File: config.mk
export PLATFORM = sky130hd
export DESIGN_NAME = reg_load_arbiter
export DESIGN_NICKNAME = d
export VERILOG_FILES = /design/src/rtl/cphy_slave_pkg.sv /design/src/rtl/rr_arb2.sv /design/src/rtl/reg_load_arbiter.sv
export SDC_FILE = /design/constraint.sdc
export NUM_CORES = 1
export LEC_CHECK = 0
export CAP_MARGIN = 20
export CORE_MARGIN = 1
export CORE_UTILIZATION = 30
export DETAILED_ROUTE_END_ITERATION = 7
export SYNTH_ARGS = -nofsm -noshare
export SYNTH_HDL_FRONTEND = slang
export SYNTH_HIERARCHICAL = 1
export SYNTH_SLANG_ARGS = --single-unit
File: constraint.sdc
create_clock -name clk -period 4.15 [get_ports clk]
set_clock_uncertainty 0.2 [all_clocks]
set_input_delay 0.415 -clock clk [delete_from_list [all_inputs] [get_ports clk]]
set_output_delay 0.415 -clock clk [all_outputs]
set_load 0.005 [all_outputs]
File: src/rtl/cphy_slave_pkg.sv
// Shared definitions for the C-PHY slave datapath: load-arbiter FSM states and
// default widths/counts shared with the slave data register stage.
package cphy_slave_pkg;

  // Width of the slave data register stage.
  localparam int unsigned DataWidth = 7;

  // Default number of idle cycles after a register load before the next grant.
  localparam int unsigned SettleCyc = 2;

  // Default settle counter width; 2**SettleCntW must exceed the settle count.
  localparam int unsigned SettleCntW = 4;

  typedef enum logic [1:0] {
    StIdle   = 2'd0,
    StLoad   = 2'd1,
    StSettle = 2'd2
  } arb_state_e;

endpackage

File: src/rtl/rr_arb2.sv
// Two-way round-robin arbiter, purely combinational. The priority pointer is
// owned by the parent so it only moves on an accepted transfer.
module rr_arb2 (
  input  logic valid0_i,
  input  logic valid1_i,
  input  logic prio_i,      // requester that wins a tie
  output logic winner_o,    // 0: requester 0, 1: requester 1
  output logic gnt_valid_o  // at least one requester is valid
);

  // A lone requester always wins; on a tie the pointer decides.
  always_comb begin
    gnt_valid_o = valid0_i | valid1_i;
    if (valid0_i && valid1_i) begin
      winner_o = prio_i;
    end else begin
      winner_o = valid1_i;
    end
  end

endmodule

File: src/rtl/reg_load_arbiter.sv
// Shares the slave data register stage between two requesters. Grants
// round-robin from IDLE, strobes the winning word into the register stage for
// one cycle, then holds off further grants for a programmable settle window.
module reg_load_arbiter
  import cphy_slave_pkg::*;
#(
  parameter int unsigned WIDTH      = DataWidth,
  parameter int unsigned SETTLE_CYC = SettleCyc,
  parameter int unsigned CNT_W      = SettleCntW  // 2**CNT_W must exceed SETTLE_CYC
) (
  input  logic             clk,
  input  logic             rst_n,
  input  logic             req0_valid,
  input  logic [WIDTH-1:0] req0_data,
  output logic             req0_ready,
  input  logic             req1_valid,
  input  logic [WIDTH-1:0] req1_data,
  output logic             req1_ready,
  output logic [WIDTH-1:0] reg_data,
  output logic             reg_load,
  output logic             grant_id,
  output logic             busy
);

  // Counter start value on entry to SETTLE; the SETTLE state is skipped when
  // the window is zero, so the zero case value is never used.
  localparam logic [CNT_W-1:0] SettleInit = CNT_W'((SETTLE_CYC > 0) ? SETTLE_CYC - 1 : 0);

  arb_state_e       state_q, state_d;
  logic [CNT_W-1:0] cnt_q, cnt_d;
  logic [WIDTH-1:0] data_q, data_d;
  logic             gid_q, gid_d;
  logic             prio_q, prio_d;

  logic arb_winner;
  logic arb_gnt;
  logic accept;

  rr_arb2 u_arb (
    .valid0_i    (req0_valid),
    .valid1_i    (req1_valid),
    .prio_i      (prio_q),
    .winner_o    (arb_winner),
    .gnt_valid_o (arb_gnt)
  );

  // Ready only in IDLE, only for the winner; gated by reset so nothing is
  // accepted in a reset cycle.
  always_comb begin
    accept     = rst_n && (state_q == StIdle) && arb_gnt;
    req0_ready = accept && !arb_winner;
    req1_ready = accept && arb_winner;
    reg_data   = data_q;
    grant_id   = gid_q;
    reg_load   = (state_q == StLoad);
    busy       = (state_q != StIdle);
  end

  // Next-state logic: capture on accept, one LOAD cycle, then settle countdown.
  always_comb begin
    state_d = state_q;
    cnt_d   = cnt_q;
    data_d  = data_q;
    gid_d   = gid_q;
    prio_d  = prio_q;
    case (state_q)
      StIdle: begin
        if (accept) begin
          data_d  = arb_winner ? req1_data : req0_data;
          gid_d   = arb_winner;
          prio_d  = ~arb_winner;  // the other requester wins the next tie
          state_d = StLoad;
        end
      end
      StLoad: begin
        if (SETTLE_CYC > 0) begin
          cnt_d   = SettleInit;
          state_d = StSettle;
        end else begin
          state_d = StIdle;
        end
      end
      StSettle: begin
        // Exit on zero so the counter never wraps.
        if (cnt_q == '0) begin
          state_d = StIdle;
        end else begin
          cnt_d = cnt_q - 1'b1;
        end
      end
      default: begin
        state_d = StIdle;
      end
    endcase
  end

  // State registers with synchronous active-low reset.
  always_ff @(posedge clk) begin
    if (!rst_n) begin
      state_q <= StIdle;
      cnt_q   <= '0;
      data_q  <= '0;
      gid_q   <= 1'b0;
      prio_q  <= 1'b0;
    end else begin
      state_q <= state_d;
      cnt_q   <= cnt_d;
      data_q  <= data_d;
      gid_q   <= gid_d;
      prio_q  <= prio_d;
    end
  end

endmodule
==> results of run 1 <==
[placed cells by master (no fill, tap or decap), drive strengths merged]
cell	count
and2	2
o21ai	3
nor3b	1
ha	2
nand2	8
nor2b	2
mux2i	7
nand2b	2
clkbuf	4
or2	2
o211ai	1
a211o	1
buf	1
a21oi	1
o21a	1
or3	1
clkdlybuf4s50	29
or4	2
a21boi	3
and4bb	1
o31ai	2
inv	5
dfxtp	15
nand3	1
o211a	7
o21ba	1
nor2	1
[sequential cells by signal, summed over array words and instances (netlist names)]
| name | cells |
|---|---|
| state_q | 2 |
| prio_q | 1 |
| cnt_q | 4 |
| reg_data | 7 |
| grant_id | 1 |
[cells by family (layout without fill, tap and decap cells)]
| logic type | after synthesis | after routing | synth area share (%) |
|---|---|---|---|
| buf+inv | 9 | 39 | 5.154 |
| simple gates | 23 | 23 | 17.87 |
| mux | 7 | 7 | 9.622 |
| fa+ha+maj | 2 | 2 | 3.436 |
| compound gates | 20 | 20 | 22.68 |
| flops | 15 | 15 | 41.24 |
[cell type report]
cell class | instances | area, um2
multi-input cells | 52 | 390.4
clock buffers | 4 | 26.28
fillers | 232 | 1186
flip-flops and latches | 15 | 300.3
well taps | 28 | 35.03
inverters | 5 | 18.77
repair buffers | 30 | 297.8
[synth_stat cells]
cell type,count
sky130_fd_sc_hd__nor2b_1,2
sky130_fd_sc_hd__nor2_1,1
sky130_fd_sc_hd__inv_1,5
sky130_fd_sc_hd__or3_1,1
sky130_fd_sc_hd__and2_1,2
sky130_fd_sc_hd__a21boi_0,1
sky130_fd_sc_hd__clkbuf_1,1
sky130_fd_sc_hd__nand2_1,8
sky130_fd_sc_hd__buf_2,3
sky130_fd_sc_hd__o21a_1,1
sky130_fd_sc_hd__nor3b_1,1
sky130_fd_sc_hd__dfxtp_1,15
sky130_fd_sc_hd__a21boi_2,1
sky130_fd_sc_hd__or2_1,1
sky130_fd_sc_hd__nand3_1,1
sky130_fd_sc_hd__or4_1,2
sky130_fd_sc_hd__a21oi_1,1
sky130_fd_sc_hd__o211a_1,7
sky130_fd_sc_hd__o21ai_0,3
sky130_fd_sc_hd__ha_1,2
sky130_fd_sc_hd__and4bb_2,1
sky130_fd_sc_hd__nand2b_1,2
sky130_fd_sc_hd__mux2i_1,7
sky130_fd_sc_hd__or2_2,1
sky130_fd_sc_hd__o21ba_2,1
sky130_fd_sc_hd__a211o_1,1
sky130_fd_sc_hd__o31ai_1,2
sky130_fd_sc_hd__a21boi_1,1
sky130_fd_sc_hd__o211ai_1,1
[metrics by stage]
stage,worst slack [ns],power (mW)
after global routing,0.9384,0.3485
after CTS,1.054,0.3288
after global placement,1.075,0.2483
final,1.061,0.3252
after floorplan,2.256,0.2047
after detailed placement,1.052,0.2482
[critical path: stages]
cell	delay, ns
sky130_fd_sc_hd__clkdlybuf4s50_1	0.78
sky130_fd_sc_hd__and4bb_2	0.54
sky130_fd_sc_hd__and2_1	0.22
sky130_fd_sc_hd__clkdlybuf4s50_1	0.51
[layer usage]
layer	part of all wire, %	vias to the layer above
met5	0	-
li1	-	329
met2	43	25
met3	5.7	0
met4	0	0
met1	51	296
[power groups by stage]
stage	Sequential (mW)	Clock, mW	Combinational (mW)
2_1_floorplan	0.165	0	0.0396
3_3_place_gp	0.166	0	0.0821
3_5_place_dp	0.166	0	0.0825
4_1_cts	0.163	0.0831	0.0829
5_1_grt	0.165	0.0931	0.0908
6_report	0.163	0.0805	0.0820
[worst min path at each step]
stage / endpoint
finish: reg_data[1]$_SDFFE_PN0P_
global route: reg_data[6]$_SDFFE_PN0P_
CTS: reg_data[2]$_SDFFE_PN0P_
detailed placement: reg_data[4]$_SDFFE_PN0P_
global placement: cnt_q[3]$_SDFFE_PN0P_
floorplan: cnt_q[2]$_SDFFE_PN0P_
==> out/metrics.sh, run 1 <==
OUTCOME='completed'
GLOBAL_ROUTE.PEAK_USAGE_LAYER='met2'
SYNTHESIS.INSTANCES=76
SYN-NUM-NETS=96
MAXCLOCKFREQUENCY_GHz=0.3238
INTERNAL_POWER_uW=244.0
AVG_VIAS_PER_CELL=4.851
CLOCK_SINK_COUNT=15
DETAIL_ROUTE.DRC_VIOLATIONS=0
SYNTHTOLAYOUTAREAGROWTH_PCT=46.73
WORST_PATH_REQUIRED_TIME_NS=3.53
HTREEDEPTH=1
DRTPASS1ITERATIONS=4
TIMING.RR.END='cnt_q[0]$_SDFFE_PN0P_'
RELSLEWSLACK_PCT=61.45
WORST_VDD_RAIL_IR_DROP_mV=0.1470
MIN_PATH_CELLS=1
CHIPHEIGHT_UM=51.27
R2R_SLACK_NS=2.37
DIE_W_UM=51.27
GRT_FIRST_PASS_WIRELENGTH_MM=2.470
SYNTH.YOSYS.WARNINGS=6
LAYOUT_WORST_PATH_CYCLE_SHARE_PCT=74.43
FIN_TNS_SETUP_NS=0
CP-STARTPOINT='rst_n'
SYNTH.TOP_CELLS.BY_AREA='sky130_fd_sc_hd__dfxtp_1 (41%), sky130_fd_sc_hd__mux2i_1 (9.6%), sky130_fd_sc_hd__o211a_1 (9.6%), sky130_fd_sc_hd__nand2_1 (4.1%), sky130_fd_sc_hd__ha_1 (3.4%)'
GLOBALROUTEMET2UTIL_PCT=18.86
WIRE_PER_INST_UM=10.69
WORST-ENDPOINT-ARRIVAL_NS=2.47
ROWS=17
NET-SWITCHING-POWER_uW=81.22
DESIGN_AREA_UM2=1069
LARGEST_NET_DEGREE_AT_THE_START_OF_GLOBAL_ROUTING=20
CLKPWRFRAC_PCT=24.7
CTS_TREE='built'
CLKTRANSATPATHREGS_NS=0.09
STDCELL_COUNT=134
CLOCK_TREE.BUFFER_DEPTH=2
HOLD_PATH.STARTPOINT='reg_data[1]$_SDFFE_PN0P_'
WORSTSETUPSTARTPOINTTYPE='input pin'
LEAKAGE_nW=0.4787
TIMING.HOLD.WORST.CLASS='register to register'
SYNTH-SEQ-AREA-SHARE_PCT=41.24
SYN_STD_CELL_AREA_UM2=728.2
HOLD_VIOL=0
INSERTION_DELAY_NS=0.27
PLACE_INST=130
FINAL_CORE_UTILIZATION_PCT=47.39
DIE_AREA_UM2=2628
WORSTSETUPPATHTYPE='input pin to output port'
REPORT.FINAL.SETUP_VIOL=0
SYNTH_SEQ_CELLS=15
SETUP.WORST_PATH.END_CLASS='output port'
GR-USAGE-MET1_PCT=16.90
MIN_PERIOD_NS=3.089
OVERFLOW=0
DETAILEDPLACEMENTHPWL_MM=1.050
START_UTIL_PCT=32.30
NUMBER_OF_CLOCK_BUFFERS_INSERTED_BY_TRITONCTS=3
TIGHTESTPINTRANSITION_NS=0.5771
POWER.DENSITY_nW_PER_UM2=304.4
CRIT_PATH_END='req1_ready'
POST_CTS.RESIZED_INSTANCES=0
DETAIL_ROUTE.ITER0.VIOLATIONS=7
DR_TOTAL_VIAS=650
PLACEMENT.CELL_AREA_UM2=1042
SHARE_COMB_OF_TOTAL_POWER_PCT=25.2
TOTAL_ROUTING_USAGE_GR_PCT=12.30
NETS=127
SYNTH_TOP_AREA_SHARE_PCT=41.24
CORE_AREA_UM2=2255
STARTPOINT_OF_THE_LOWEST_SLACK_REGISTER_TO_REGISTER_PATH='cnt_q[0]$_SDFFE_PN0P_'
NUM_ANTENNA_CELLS=0
NETSWITCHINGFRACTION_PCT=24.97
MAXCAPVIOLATIONS=0
POSTCTSHOLDBUFS=0
DRV_SLEW=0
VIAS_IN_THE_FIRST_GLOBAL_ROUTE=589
CTS.REPAIR_TIMING.SETUP_BUFFER_COUNT=0
POST_SYNTH.CELL_AREA_AVG_UM2=9.582
ANTENNA_FOUND_INITIAL=0
FINAL_LAYOUT_SIZE_SUFFIX_GT1_SHARE_PCT=7.547
GRTUSAGEMET3_PCT=2.679
CTS-ROOT-BUF='sky130_fd_sc_hd__clkbuf_4'
IO_PINS=30
REG2REG_DEPTH=5
GRT_SETUP_UNREPAIRED='false'
SYNTH.LIB_CELLS_USED.DISTINCT=29
FIN_HOLD_WS_NS=0.3136
WORSTPATHMAXFANOUT=19
SEQ_POWER_SHARE_PCT=50.0
PLACER_CONGESTION_ESTIMATE=0.6783
ANTENNA_LEFT=0
NETLIST.TOP_CELL.BY_AREA='sky130_fd_sc_hd__dfxtp_1'
DRT_WL_TOTAL_MM=1.433
PORTBUFFERS=29
(Power assumes the default switching activity.)
==> run 2, diff against run 1 <==
Clock period 4.15 ns to 3.1 ns, I/O delays scaled along.
==> run 2 against run 1 <==
Critical endpoint unchanged. Die area stayed put. Flip-flop and latch count is the same. Largest cell class unchanged. Clock power up 38%. Highest routed layer is now met4. Critical path depth up 1. Register-to-register slack worse by 1.1 ns. Final area rose by 1.4%. Global-route usage increased by 0.89 points. First-iteration DRC count unchanged. Clock-buffer cell count unchanged. Via count is 1.8% lower. Sequential share of layout area is 0.39 points lower. Final cell count rose by 1.5%.
==> out/metrics.sh, run 2 (same netlist as run 1, synthesis figures left out) <==
WORST-ENDPOINT-ARRIVAL_NS=1.89
SETUP.WORST_PATH.END_CLASS='output port'
DR_TOTAL_VIAS=638
DIE_AREA_UM2=2628
NUM_ANTENNA_CELLS=0
POWER.DENSITY_nW_PER_UM2=408.7
CLOCK_TREE.BUFFER_DEPTH=2
WORST_PATH_REQUIRED_TIME_NS=2.59
CTS.REPAIR_TIMING.SETUP_BUFFER_COUNT=0
WIRE_PER_INST_UM=11.30
CTS-ROOT-BUF='sky130_fd_sc_hd__clkbuf_4'
LEAKAGE_nW=0.4886
INSERTION_DELAY_NS=0.28
WORSTSETUPPATHTYPE='input pin to output port'
CLKPWRFRAC_PCT=25.1
NUMBER_OF_CLOCK_BUFFERS_INSERTED_BY_TRITONCTS=3
HOLD_VIOL=0
GRT_FIRST_PASS_WIRELENGTH_MM=2.553
SEQ_POWER_SHARE_PCT=49.2
POST_CTS.RESIZED_INSTANCES=0
DRTPASS1ITERATIONS=4
CHIPHEIGHT_UM=51.27
START_UTIL_PCT=32.30
CRITPATHMAXSTAGEDELAY_NS=0.51
PATH_DELAY_FAMILY='buffers and inverters'
STDCELL_COUNT=136
CLOCK_SINK_COUNT=15
TOTAL_ROUTING_USAGE_GR_PCT=13.19
LARGEST_REGISTER_FF_COUNT=7
NETS=129
PLACEMENT.CELL_AREA_UM2=1057
LARGEST_NET_DEGREE_AT_THE_START_OF_GLOBAL_ROUTING=15
GRT_SETUP_UNREPAIRED='false'
SHARE_COMB_OF_TOTAL_POWER_PCT=25.7
OVERFLOW=0
ANTENNA_FOUND_INITIAL=0
CP_NUM_BUF_INV=2
TIGHTESTPINTRANSITION_NS=0.5993
DESIGN_AREA_UM2=1084
DIE_W_UM=51.27
IO_PINS=30
LAYOUT_WORST_PATH_CYCLE_SHARE_PCT=77.48
VIAS_IN_THE_FIRST_GLOBAL_ROUTE=598
WORSTPATHMAXFANOUT=7
DETAIL_ROUTE.DRC_VIOLATIONS=0
POSTCTSHOLDBUFS=0
DETAILEDPLACEMENTHPWL_MM=1.131
FIN_TNS_SETUP_NS=0
AVG_VIAS_PER_CELL=4.691
MIN_PERIOD_NS=2.402
DRT_WL_TOTAL_MM=1.537
FINAL_LAYOUT_SIZE_SUFFIX_GT1_SHARE_PCT=9.259
MAXCAPVIOLATIONS=0
ANTENNA_LEFT=0
HTREEDEPTH=1
DRV_SLEW=0
CRIT_TOP_CELL='sky130_fd_sc_hd__clkdlybuf4s50_1'
NETSWITCHINGFRACTION_PCT=25.63
ROWS=17
PATH_CELLS='clkdlybuf4s50_1, or2_1, and4bb_2, and2_1, clkdlybuf4s50_1'
PLACER_CONGESTION_ESTIMATE=0.7025
WORSTSETUPSTARTPOINTTYPE='input pin'
TIMING.HOLD.WORST.CLASS='register to register'
FIN_HOLD_WS_NS=0.3075
CORE_AREA_UM2=2255
REPORT.FINAL.SETUP_VIOL=0
MAXCLOCKFREQUENCY_GHz=0.4164
DETAIL_ROUTE.ITER0.VIOLATIONS=7
RELSLEWSLACK_PCT=59.96
NET-SWITCHING-POWER_uW=113.5
MOSTFREQUENTLAYOUTCELLS='sky130_fd_sc_hd__clkdlybuf4s50_1 (29), sky130_fd_sc_hd__dfxtp_1 (15), sky130_fd_sc_hd__nand2_1 (8), sky130_fd_sc_hd__mux2i_1 (7), sky130_fd_sc_hd__o211a_1 (7)'
CRIT_SLOWEST_CELL='sky130_fd_sc_hd__clkdlybuf4s50_1'
CTS_TREE='built'
OUTCOME='completed'
INTERNAL_POWER_uW=329.4
SYNTHTOLAYOUTAREAGROWTH_PCT=48.80
WORST_VDD_RAIL_IR_DROP_mV=0.2039
PLACE_INST=132
PORTBUFFERS=29
MOST_COMMON_CELL_AFTER_LAYOUT_FILL_AND_TAPS_ASIDE='sky130_fd_sc_hd__clkdlybuf4s50_1'
CLKTRANSATPATHREGS_NS=0.09
==> run 2: changes by cell type in the layout (fill, tap and decap cells not counted) <==
| cell | delta |
|---|---|
| sky130_fd_sc_hd__buf_4 | +2 |
==> run 2: through the flow <==
stage	util, %	power [mW]	setup WS, ns
after global placement	46.89	0.3351	0.7366
after global routing	48.06	0.4732	0.6253
after CTS	48.06	0.4500	0.7038
after detailed placement	46.89	0.3359	0.7045
after floorplan	-	0.2741	1.416
final	48.06	0.4429	0.6982
==> run 2: worst reg2reg max path, stage by stage, from the launching register on <==
cell and delay (ns):
sky130_fd_sc_hd__dfxtp_1 0.35, sky130_fd_sc_hd__inv_1 0.10, sky130_fd_sc_hd__ha_1 0.15, sky130_fd_sc_hd__nor3b_1 0.51, sky130_fd_sc_hd__o21ai_0 0.21, sky130_fd_sc_hd__o21ba_2 0.22
==> run 2: final cells by class <==
cell class	instances	area [um2]
clock buffer	4	26.28
timing repair buffer	32	312.8
inverter	5	18.77
multi-input combinational	52	390.4
fill	244	1171
sequential	15	300.3
tap	28	35.03
==> run 2: worst paths after layout <==
path                                 start                       end  slack (ns)  depth (start not counted)
hold reg to reg   reg_data[2]$_SDFFE_PN0P_  reg_data[2]$_SDFFE_PN0P_        0.31                          1
setup reg to reg     cnt_q[0]$_SDFFE_PN0P_     cnt_q[0]$_SDFFE_PN0P_        1.26                          5
hold / removal    reg_data[2]$_SDFFE_PN0P_  reg_data[2]$_SDFFE_PN0P_        0.31                          1
setup / recovery                req0_valid                req1_ready        0.70                          5
==> run 2: metal layers <==
metal,global-route usage (%),part of all wire [%],vias to the layer above
li1,-,-,331
met1,15.92,49,282
met2,20.61,44,23
met3,3.571,6.7,2
met4,8.108,0.72,0
met5,0,0,-
==> run 2: power by group through the flow <==
stage	sequential, mW	clock [mW]	combinational [mW]
5_1_grt	0.220	0.127	0.126
2_1_floorplan	0.221	0	0.0530
4_1_cts	0.218	0.117	0.115
3_3_place_gp	0.221	0	0.114
6_report	0.218	0.111	0.114
3_5_place_dp	0.222	0	0.114
